===== src/rtl/reuleaux_pkg.sv =====
// Shared definitions for the Reuleaux triangle sequencer.
//   state_e     : sequencer states
//   SQRT3_6_Q8  : sqrt(3)/6 in Q8, scales diameter into the vertical arc-centre offset
//   SCR_W/SCR_H : screen size swept by the optional clear pass
//   ENGn        : bit / lane index of engine n in the packed engine buses
//   run_engine  : maps a RUNn state to its engine lane, ENG_NONE otherwise
package reuleaux_pkg;

    typedef enum logic [3:0] {
        IDLE, CALC, CLEAR, RUN1, RUN2, RUN3, DROP1, DROP2, DROP3, FIN
    } state_e;

    localparam int SQRT3_6_Q8 = 74;
    localparam int SCR_W      = 160;
    localparam int SCR_H      = 120;

    localparam int ENG1     = 0;
    localparam int ENG2     = 1;
    localparam int ENG3     = 2;
    localparam int ENG_NONE = 3;

    function automatic logic [1:0] run_engine(input state_e s);
        case (s)
            RUN1:    return 2'(ENG1);
            RUN2:    return 2'(ENG2);
            RUN3:    return 2'(ENG3);
            default: return 2'(ENG_NONE);
        endcase
    endfunction

endpackage


===== src/rtl/reuleaux_centres.sv =====
// Registered arc-centre arithmetic for the three circle-segment engines.
//   clk, rst_n : clock, async active-low reset (centres clear to 0)
//   load       : capture new centres this cycle
//   cx, cy     : triangle centre (signed)
//   diameter   : triangle diameter (signed)
//   c_cx       : packed engine centre x, engine 1 in [9:0]
//   c_cy       : packed engine centre y, engine 1 in [8:0]
// All sums are formed in 19-bit signed and truncated to port widths.
module reuleaux_centres
    import reuleaux_pkg::*;
(
    input  logic               clk,
    input  logic               rst_n,
    input  logic               load,
    input  logic signed [9:0]  cx,
    input  logic signed [8:0]  cy,
    input  logic signed [8:0]  diameter,
    output logic        [29:0] c_cx,
    output logic        [26:0] c_cy
);

    logic signed [18:0] d_ext;
    logic signed [18:0] cx_ext;
    logic signed [18:0] cy_ext;
    logic signed [18:0] prod;
    logic signed [18:0] off;
    logic signed [18:0] half;
    logic        [29:0] c_cx_d, c_cx_q;
    logic        [26:0] c_cy_d, c_cy_q;

    always_comb begin
        d_ext  = {{10{diameter[8]}}, diameter};
        cx_ext = {{9{cx[9]}}, cx};
        cy_ext = {{10{cy[8]}}, cy};
        prod   = d_ext * $signed(19'(SQRT3_6_Q8));
        off    = prod >>> 8;
        half   = d_ext >>> 1;
        c_cx_d = {cx, 10'(cx_ext - half), 10'(cx_ext + half)};
        c_cy_d = {9'(cy_ext - (off <<< 1)), 9'(cy_ext + off), 9'(cy_ext + off)};
    end

    always_ff @(posedge clk or negedge rst_n) begin
        if (!rst_n) begin
            c_cx_q <= '0;
            c_cy_q <= '0;
        end else if (load) begin
            c_cx_q <= c_cx_d;
            c_cy_q <= c_cy_d;
        end
    end

    assign c_cx = c_cx_q;
    assign c_cy = c_cy_q;

endmodule


===== src/rtl/reuleaux_sched.sv =====
// Sequencer that draws one Reuleaux triangle with three circle-segment engines.
// Latches the request, computes arc centres, starts engines 1..3 in turn and
// muxes the active engine onto the framebuffer write port.
//   clk, rst_n          : clock, async active-low reset
//   start / done        : level request / completion handshake
//   centre_x/y, diameter, colour : drawing request
//   c_start, c_done     : per-engine start/done (bit i -> engine i+1)
//   c_cx, c_cy, c_radius: per-engine centres and common radius
//   c_vga_x/y, c_plot   : per-engine pixel outputs
//   vga_x/y/colour/plot : framebuffer write port
// Build option: REULEAUX_CLEAR_EN inserts a black full-screen clear before engine 1.
//
// state | meaning
// IDLE  | waiting for start, request latched on exit
// CALC  | centres computed and registered
// CLEAR | raster sweep writing black (REULEAUX_CLEAR_EN only)
// RUNn  | engine n started, its pixels routed to the framebuffer
// DROPn | engine n start withdrawn, waiting for its done to fall
// FIN   | done high until start is released
module reuleaux_sched
    import reuleaux_pkg::*;
(
    input  logic               clk,
    input  logic               rst_n,
    input  logic               start,
    input  logic signed [9:0]  centre_x,
    input  logic signed [8:0]  centre_y,
    input  logic signed [8:0]  diameter,
    input  logic        [2:0]  colour,
    output logic               done,
    output logic        [2:0]  c_start,
    input  logic        [2:0]  c_done,
    output logic        [29:0] c_cx,
    output logic        [26:0] c_cy,
    output logic signed [8:0]  c_radius,
    input  logic        [23:0] c_vga_x,
    input  logic        [20:0] c_vga_y,
    input  logic        [2:0]  c_plot,
    output logic        [7:0]  vga_x,
    output logic        [6:0]  vga_y,
    output logic        [2:0]  vga_colour,
    output logic               vga_plot
);

    state_e             state_q, state_d;
    logic signed [9:0]  cx_q, cx_d;
    logic signed [8:0]  cy_q, cy_d;
    logic signed [8:0]  dia_q, dia_d;
    logic        [2:0]  colour_q, colour_d;
    logic        [2:0]  c_start_q, c_start_d;
    logic               done_q, done_d;
    logic        [1:0]  eng;
`ifdef REULEAUX_CLEAR_EN
    logic        [7:0]  clr_x_q, clr_x_d;
    logic        [6:0]  clr_y_q, clr_y_d;
`endif

    always_comb begin
        state_d   = state_q;
        cx_d      = cx_q;
        cy_d      = cy_q;
        dia_d     = dia_q;
        colour_d  = colour_q;
        c_start_d = c_start_q;
        done_d    = done_q;
`ifdef REULEAUX_CLEAR_EN
        clr_x_d   = clr_x_q;
        clr_y_d   = clr_y_q;
`endif
        case (state_q)
            IDLE: if (start) begin
                cx_d     = centre_x;
                cy_d     = centre_y;
                dia_d    = diameter;
                colour_d = colour;
                state_d  = CALC;
            end
`ifdef REULEAUX_CLEAR_EN
            CALC: begin
                clr_x_d = '0;
                clr_y_d = '0;
                state_d = CLEAR;
            end
            CLEAR: begin
                if (clr_x_q == 8'(SCR_W - 1)) begin
                    clr_x_d = '0;
                    if (clr_y_q == 7'(SCR_H - 1)) begin
                        clr_y_d   = '0;
                        c_start_d = 3'b001;
                        state_d   = RUN1;
                    end else begin
                        clr_y_d = clr_y_q + 7'd1;
                    end
                end else begin
                    clr_x_d = clr_x_q + 8'd1;
                end
            end
`else
            CALC: begin
                c_start_d = 3'b001;
                state_d   = RUN1;
            end
`endif
            RUN1:  if (c_done[ENG1])  begin c_start_d = 3'b000; state_d = DROP1; end
            DROP1: if (!c_done[ENG1]) begin c_start_d = 3'b010; state_d = RUN2;  end
            RUN2:  if (c_done[ENG2])  begin c_start_d = 3'b000; state_d = DROP2; end
            DROP2: if (!c_done[ENG2]) begin c_start_d = 3'b100; state_d = RUN3;  end
            RUN3:  if (c_done[ENG3])  begin c_start_d = 3'b000; state_d = DROP3; end
            DROP3: if (!c_done[ENG3]) begin done_d    = 1'b1;   state_d = FIN;   end
            FIN:   if (!start)        begin done_d    = 1'b0;   state_d = IDLE;  end
            default: begin
                c_start_d = 3'b000;
                done_d    = 1'b0;
                state_d   = IDLE;
            end
        endcase
    end

    always_ff @(posedge clk or negedge rst_n) begin
        if (!rst_n) begin
            state_q   <= IDLE;
            cx_q      <= '0;
            cy_q      <= '0;
            dia_q     <= '0;
            colour_q  <= '0;
            c_start_q <= '0;
            done_q    <= 1'b0;
`ifdef REULEAUX_CLEAR_EN
            clr_x_q   <= '0;
            clr_y_q   <= '0;
`endif
        end else begin
            state_q   <= state_d;
            cx_q      <= cx_d;
            cy_q      <= cy_d;
            dia_q     <= dia_d;
            colour_q  <= colour_d;
            c_start_q <= c_start_d;
            done_q    <= done_d;
`ifdef REULEAUX_CLEAR_EN
            clr_x_q   <= clr_x_d;
            clr_y_q   <= clr_y_d;
`endif
        end
    end

    reuleaux_centres u_centres (
        .clk      (clk),
        .rst_n    (rst_n),
        .load     (state_q == CALC),
        .cx       (cx_q),
        .cy       (cy_q),
        .diameter (dia_q),
        .c_cx     (c_cx),
        .c_cy     (c_cy)
    );

    // Pixel path is combinational so engine pixels reach the framebuffer
    // in the same cycle; only the active engine's strobe is honoured.
    always_comb begin
        vga_x      = '0;
        vga_y      = '0;
        vga_colour = '0;
        vga_plot   = 1'b0;
        eng        = run_engine(state_q);
        if (eng != 2'(ENG_NONE)) begin
            vga_x      = c_vga_x[8*eng +: 8];
            vga_y      = c_vga_y[7*eng +: 7];
            vga_plot   = c_plot[eng];
            vga_colour = colour_q;
        end
`ifdef REULEAUX_CLEAR_EN
        if (state_q == CLEAR) begin
            vga_x    = clr_x_q;
            vga_y    = clr_y_q;
            vga_plot = 1'b1;
        end
`endif
    end

    assign c_start  = c_start_q;
    assign done     = done_q;
    assign c_radius = dia_q;

endmodule


===== config.mk =====
export PLATFORM = sky130hd
export DESIGN_NAME = reuleaux_sched
export DESIGN_NICKNAME = d
export VERILOG_FILES = /design/src/rtl/reuleaux_pkg.sv /design/src/rtl/reuleaux_centres.sv /design/src/rtl/reuleaux_sched.sv
export SDC_FILE = /design/constraint.sdc
export NUM_CORES = 1
export LEC_CHECK = 0
export BUFFER_PORTS_ARGS = -buffer_cell sky130_fd_sc_hd__buf_2
export CAP_MARGIN = 20
export CORE_ASPECT_RATIO = 2
export CORE_MARGIN = 1.5
export CORE_UTILIZATION = 53
export DETAILED_ROUTE_END_ITERATION = 10
export PLACE_DENSITY = 0.82
export SLEW_MARGIN = 20
export SYNTH_ARGS = -nofsm -noshare
export SYNTH_HDL_FRONTEND = slang
export SYNTH_SLANG_ARGS = --single-unit
export TNS_END_PERCENT = 30

===== constraint.sdc =====
create_clock -name clk -period 6.2 [get_ports clk]
set_clock_uncertainty 0.15 [all_clocks]
set_input_delay 1.24 -clock clk [delete_from_list [all_inputs] [get_ports clk]]
set_output_delay 1.24 -clock clk [all_outputs]
set_load 0.05 [all_outputs]

; After elaboration in Yosys (flattened, before gate mapping)
; Index checks and enable logic that the tools add are counted.
[totals]
reg_bits = 96
in_bits = 85
out_inout_bits = 89
word_cells = 69
[op_classes]
addsub = 4
multipliers = 2
magnitude_cmp = 1
n_eq_ne = 17
n_shift = 2
mux = 25
bitwise_logic = 2
reduce_logical = 7
[ops]
columns = op, n
row1 = $pmux 4 s9, 1
row2 = $mux 4, 8
row3 = $shiftx 24x6->8, 1
row4 = $pmux 3 s7, 1
row5 = $shiftx 21x6->7, 1
row6 = $mux 3, 6
row7 = $ne 2x2->1 const B, 9
row8 = $eq 4x3->1 const B, 4
row9 = $mul 9x7->16 const B, 1
row10 = $add 10x8->10, 1
row11 = $sub 10x8->10, 1
row12 = $add 9x9->9, 1
row13 = $sub 9x9->9, 1
row14 = $eq 4x4->1 const B, 2
row15 = $mux 8, 1
row16 = $reduce_and 8->1, 1
row17 = $mux 7, 1
row18 = $reduce_or 7->1, 1
row19 = $pmux 2 s3, 1
row20 = $reduce_and 6->1, 1
row21 = $mul 3x2->5 const A, 1
row22 = $eq 4x1->1 const B, 1
row23 = $eq 4x2->1 const B, 1
row24 = $logic_not 4->1, 1
row25 = 8 further kinds, 12

; Longest topological paths before layout
[depth]
word_depth = 5
depth_mapped = 19
depth_no_buf = 19

; Cells and area by module
; A second synthesis with hierarchy kept.
[hier_totals]
cells_unflattened = 616
area_unflattened_um2 = 6257.3
[by_module_without_submodules]
columns = mod, n_inst, cells_per_inst, area_each_um2, seq_area_each_um2
row1 = reuleaux_centres, 1, 416, 4101.4, 1176.1
row2 = reuleaux_sched, 1, 200, 2155.8, 975.9

; Least setup slack after synthesis
; No wires, ideal clock.
[synth_timing]
kind = reg-to-reg
from = register dia_q[6], in the netlist c_radius[6]
to = register u_centres.c_cy_q[17], in the netlist u_centres.c_cy[17]
setup_time_ns = 0.132
arrival_ns = 4.456
required_time_ns = 5.918
path_slack_ns = 1.462
path_stages_with_launch = 20
n_path_buf = 0
period_less_slack_ns = 4.738
cell_sequence = dfrtp_1 ha_1 ha_1 inv_1 fa_1 inv_1 ha_1 a21oi_1 nor2b_1 a311o_1 o31a_1 a21oi_1 xnor2_1 ha_1 or3_1 o21ai_0 a21oi_1 xnor2_1 xnor2_1 o21ai_1
[synth_via]
elab_chain_cells = 2
[synth_rtl]
columns = item, line
row1 = "start, declared", reuleaux_sched.sv:48  ; logic signed [8:0] dia_q, dia_d;
row2 = "start signal, assigned", reuleaux_sched.sv:136  ; dia_q <= dia_d;
row3 = $mul 9x7->16, reuleaux_centres.sv:35  ; prod = d_ext * $signed(19'(SQRT3_6_Q8));
row4 = $add 9x9->9, reuleaux_centres.sv:39  ; c_cy_d = {9'(cy_ext - (off <<< 1)), 9'(cy_ext + off), 9'(cy_ext + off)};
row5 = "end signal, assigned", reuleaux_centres.sv:48  ; c_cy_q <= c_cy_d;
row6 = "end, declared", reuleaux_centres.sv:29  ; logic [26:0] c_cy_d, c_cy_q;
; No other way between the ends.
; A chain may end at the register's enable or synchronous reset.

; Final worst setup path
[layout_timing]
from = register dia_q[3], in the netlist c_radius[3]
to = register u_centres.c_cy_q[17], in the netlist u_centres.c_cy[17]
; The elaborated chain is that of the path after synthesis.

==> results.tsv <==
stage	metric	value	unit
status	status	complete, no violations	
synth	synth-main-ff-cell	dfrtp_1	
cells_and_area	nets	966	
global_routing	grt_overflow	0	
setup_path	crit_fanout	6	
synth	seq_area_frac_synth	36.23	%
drt	antenna_left	0	
cts	clock_sinks	86	
sta	setup_viol	0	
setup_path	r2r_setup_slack	1410	ps
cts	htreeDepth	3	
cts	cts_resized	0	
cells_and_area	diodes	0	
synth	synth_compound_area_share	14.58	%
drt	vias	5226	
sta	rsz0062_at_grt	no	
floorplan	initial_core_util	54.60	%
synth	ys_async_sr_fraction	100.0	%
synth	synth-edff-count	0	
setup_path	critPathArrivalTime	4840	ps
drt	routed_via_density	5.489	
setup_path	required	6250	ps
cts	clk_latency	340	ps
sta	tightest_slew	939.9	ps
synth	yosysTopAreaCellShare	36.23	%
cts	cts_root_buf	clkbuf_16	
sta	slew_headroom	37.34	%
sta	tns	0	ps
cts	numCtsBuffers	9	
synth	netlist_area	0.005939	sq mm
synth	synthXorXnorAreaFrac	4.866	%
setup_path	crit_chain	ha_1 -> ha_1 -> inv_1 -> fa_1 -> inv_1 -> ha_1 -> a21oi_1 -> nor2b_1 -> a311o_1 -> o31a_1 -> a21oi_1 -> xnor2_1 -> ha_1 -> or3_1 -> o21ai_0 -> a21oi_1 -> xnor2_1 -> xnor2_1 -> o21ai_1	
synth	netlist-cell-type-count	53	
synth	synth_cells	653	
synth	synth_seq_cells	86	
floorplan	rows	54	
cts	cts_tree	done	
place	port_buffers	173	
synth	synth_top_family_by_area	adder cells	
synth	synth_warnings	0	
synth	syn_nets	812	
synth	syn_area_per_cell	9.096	sq um
setup_path	crit_top_cell	ha_1	
floorplan	dieArea	0.01189	sq mm
hold_path	hold_end	u_centres.c_cx[29]	
setup_path	r2r-start	c_radius[3]	
setup_path	crit_path_start_kind	register	
place	place.detailed.hpwl	11920	um
setup_path	rr_worst_depth	19	
global_routing	track_usage	26.72	%
hold_path	hold_class	register to register	
place	place_congestion	0.9048	
drt	wl_per_cell	16.02	um
sta	fmax	208.9	MHz
hold_path	hp-start	u_centres.c_cx[29]	
global_routing	grt_pass1_wl	25010	um
floorplan	fp.dieW	77.86	um
sta	drv_slew	0	
synth	synth-simple-area-share	13.46	%
cells_and_area	drive_gt1_share	25.00	%
setup_path	max_stage_delay	490	ps
global_routing	grt_pass1_vias	5341	
synth	synth_mux_area_share	7.015	%
sta	min_period	4787	ps
synth	yosys.area.top_type	dfrtp_1	
cts	clock_path_buffers	2	
floorplan	io_pins	174	
hold_path	hold_path_depth	2	
drt	wirelength	15250	um
cells_and_area	syn2layout_area_growth	20.22	%
drt	firstDrtPassIters	4	
setup_path	slowest_stage	fa_1	
run	cap_violations	0	
setup_path	critPathCaptureType	register	
drt	drt_iter0_markers	228	
cts	cts_hold_buf	0	
floorplan	dieHeight	152.7	um
sta	hold_violations	0	
sta	finalCritPeriodShare	77.22	%
setup_path	path_class	register to register	
cts	clkTransAtPathRegs	70	ps
synth	synthTopCellsByArea	dfrtp_1 (36%), ha_1 (13%), nand2_1 (6.6%)	
global_routing	antenna_found_initial	0	
cts	postCtsSetupBuffers	0	
floorplan	core_area	0.01088	sq mm
global_routing	grt_max_degree	87	
synth	synthAdderAreaFrac	17.11	%
drt	drc	0	
setup_path	r2r_end	u_centres.c_cy[17]	
==> synth_stat cells, types with 2 or more instances <==
cell type,number
clkbuf_1,20
a211oi_1,2
nor2b_1,10
or3_1,2
o21bai_1,7
ha_1,62
buf_1,2
a21oi_1,34
o41ai_1,2
o21a_1,2
mux2_1,21
xnor2_1,26
o21ai_0,19
fa_1,12
nand2b_1,6
nand2_1,104
and3_1,4
buf_4,10
o21ai_1,54
a31oi_1,3
inv_1,61
o211ai_1,2
nor2_1,26
a31o_1,2
nor3_1,7
mux2i_1,18
and2_1,5
xor2_1,7
nor3_2,2
a21o_1,4
a21boi_1,3
dfrtp_1,86
buf_2,2
o31ai_1,7
==> per-stage QoR <==
step / hold WS, ps / cell area (sq um) / setup WS, ps / util [%] / instances
2_1_floorplan: 298.9 / 5939 / 1462 / - / 653
3_3_place_gp: 306.1 / 6862 / 1606 / 63.08 / 936
3_5_place_dp: 310.0 / 6862 / 1466 / 63.08 / 936
4_1_cts: 322.4 / 7137 / 1423 / 65.61 / 952
5_1_grt: 345.0 / 7141 / 1099 / 65.64 / 952
6_report: 318.0 / 7141 / 1413 / 65.64 / 952
==> sequential cells by signal (all words and copies together), names as in the netlist <==
| name | flops |
|---|---|
| u_centres.c_cx | 29 |
| u_centres.c_cy | 18 |
| cx_q | 10 |
| c_radius | 9 |
| cy_q | 9 |
| state_q | 4 |
| c_start | 3 |
| colour_q | 3 |
| done | 1 |
==> cell type report <==
| type | instances | area, sq um |
|---|---|---|
| tap | 140 | 175.2 |
| sequential | 86 | 2152 |
| inverter | 62 | 232.7 |
| multi-input combinational | 471 | 3403 |
| fill | 911 | 3737 |
| clock buffer | 10 | 229.0 |
| clock inverter | 6 | 46.29 |
| timing repair buffer | 177 | 902.1 |
==> metal layers <==
layer	track usage, %	vias to the layer above	share of wire, %
li1	-	2499	-
met1	25.50	2487	33
met2	51.97	200	57
met3	4.731	40	5.7
met4	13.77	0	4.2
met5	0	-	0
==> cell usage in the layout, fill, tap and decap left out, types with 12 or more instances in the layout <==
cell | Yosys | final
nor2_1 | 26 | 26
a21oi_1 | 34 | 34
nand2_1 | 104 | 103
inv_1 | 61 | 61
mux2i_1 | 18 | 18
o21ai_0 | 19 | 19
fa_1 | 12 | 12
o21ai_1 | 54 | 54
dfrtp_1 | 86 | 86
xnor2_1 | 26 | 26
buf_2 | 2 | 172
mux2_1 | 21 | 21
ha_1 | 62 | 62
==> worst max-delay path, delay by kind of cell (launching register included) <==
kind / cells / cell delay [ps]
AO/OA/AOI/OAI: 7 / 1330
AND/OR/NAND/NOR: 2 / 380
XOR/XNOR: 3 / 490
flip-flops: 1 / 440
adder cells (fa/ha/maj): 5 / 1770
buffers and inverters: 2 / 90
==> how the worst max path moves through the flow <==
stage | cells past startpoint | slack [ps] | from | to
global route | 17 | 1100 | c_radius[8] | u_centres.c_cy[26]
finish | 19 | 1410 | c_radius[3] | u_centres.c_cy[17]
detailed placement | 19 | 1470 | c_radius[3] | u_centres.c_cy[26]
CTS | 19 | 1420 | c_radius[3] | u_centres.c_cy[17]
global placement | 19 | 1610 | c_radius[3] | u_centres.c_cy[17]
floorplan | 19 | 1460 | c_radius[6] | u_centres.c_cy[17]
==> kinds of logic (layout without fill, tap and decap cells) <==
group                      after synthesis  in the layout
DFF                                     86             86
xor gates and xnor gates                33             33
muxes                                   39             39
buffers and inverters                   96            255
adders and majority gates               74             74
and+or+nand+nor                        176            176
AOI/OAI and AO/OA                      149            149
Power is not shown: default switching activity piles up to over one toggle a cycle in this logic, so the estimate is an artifact.
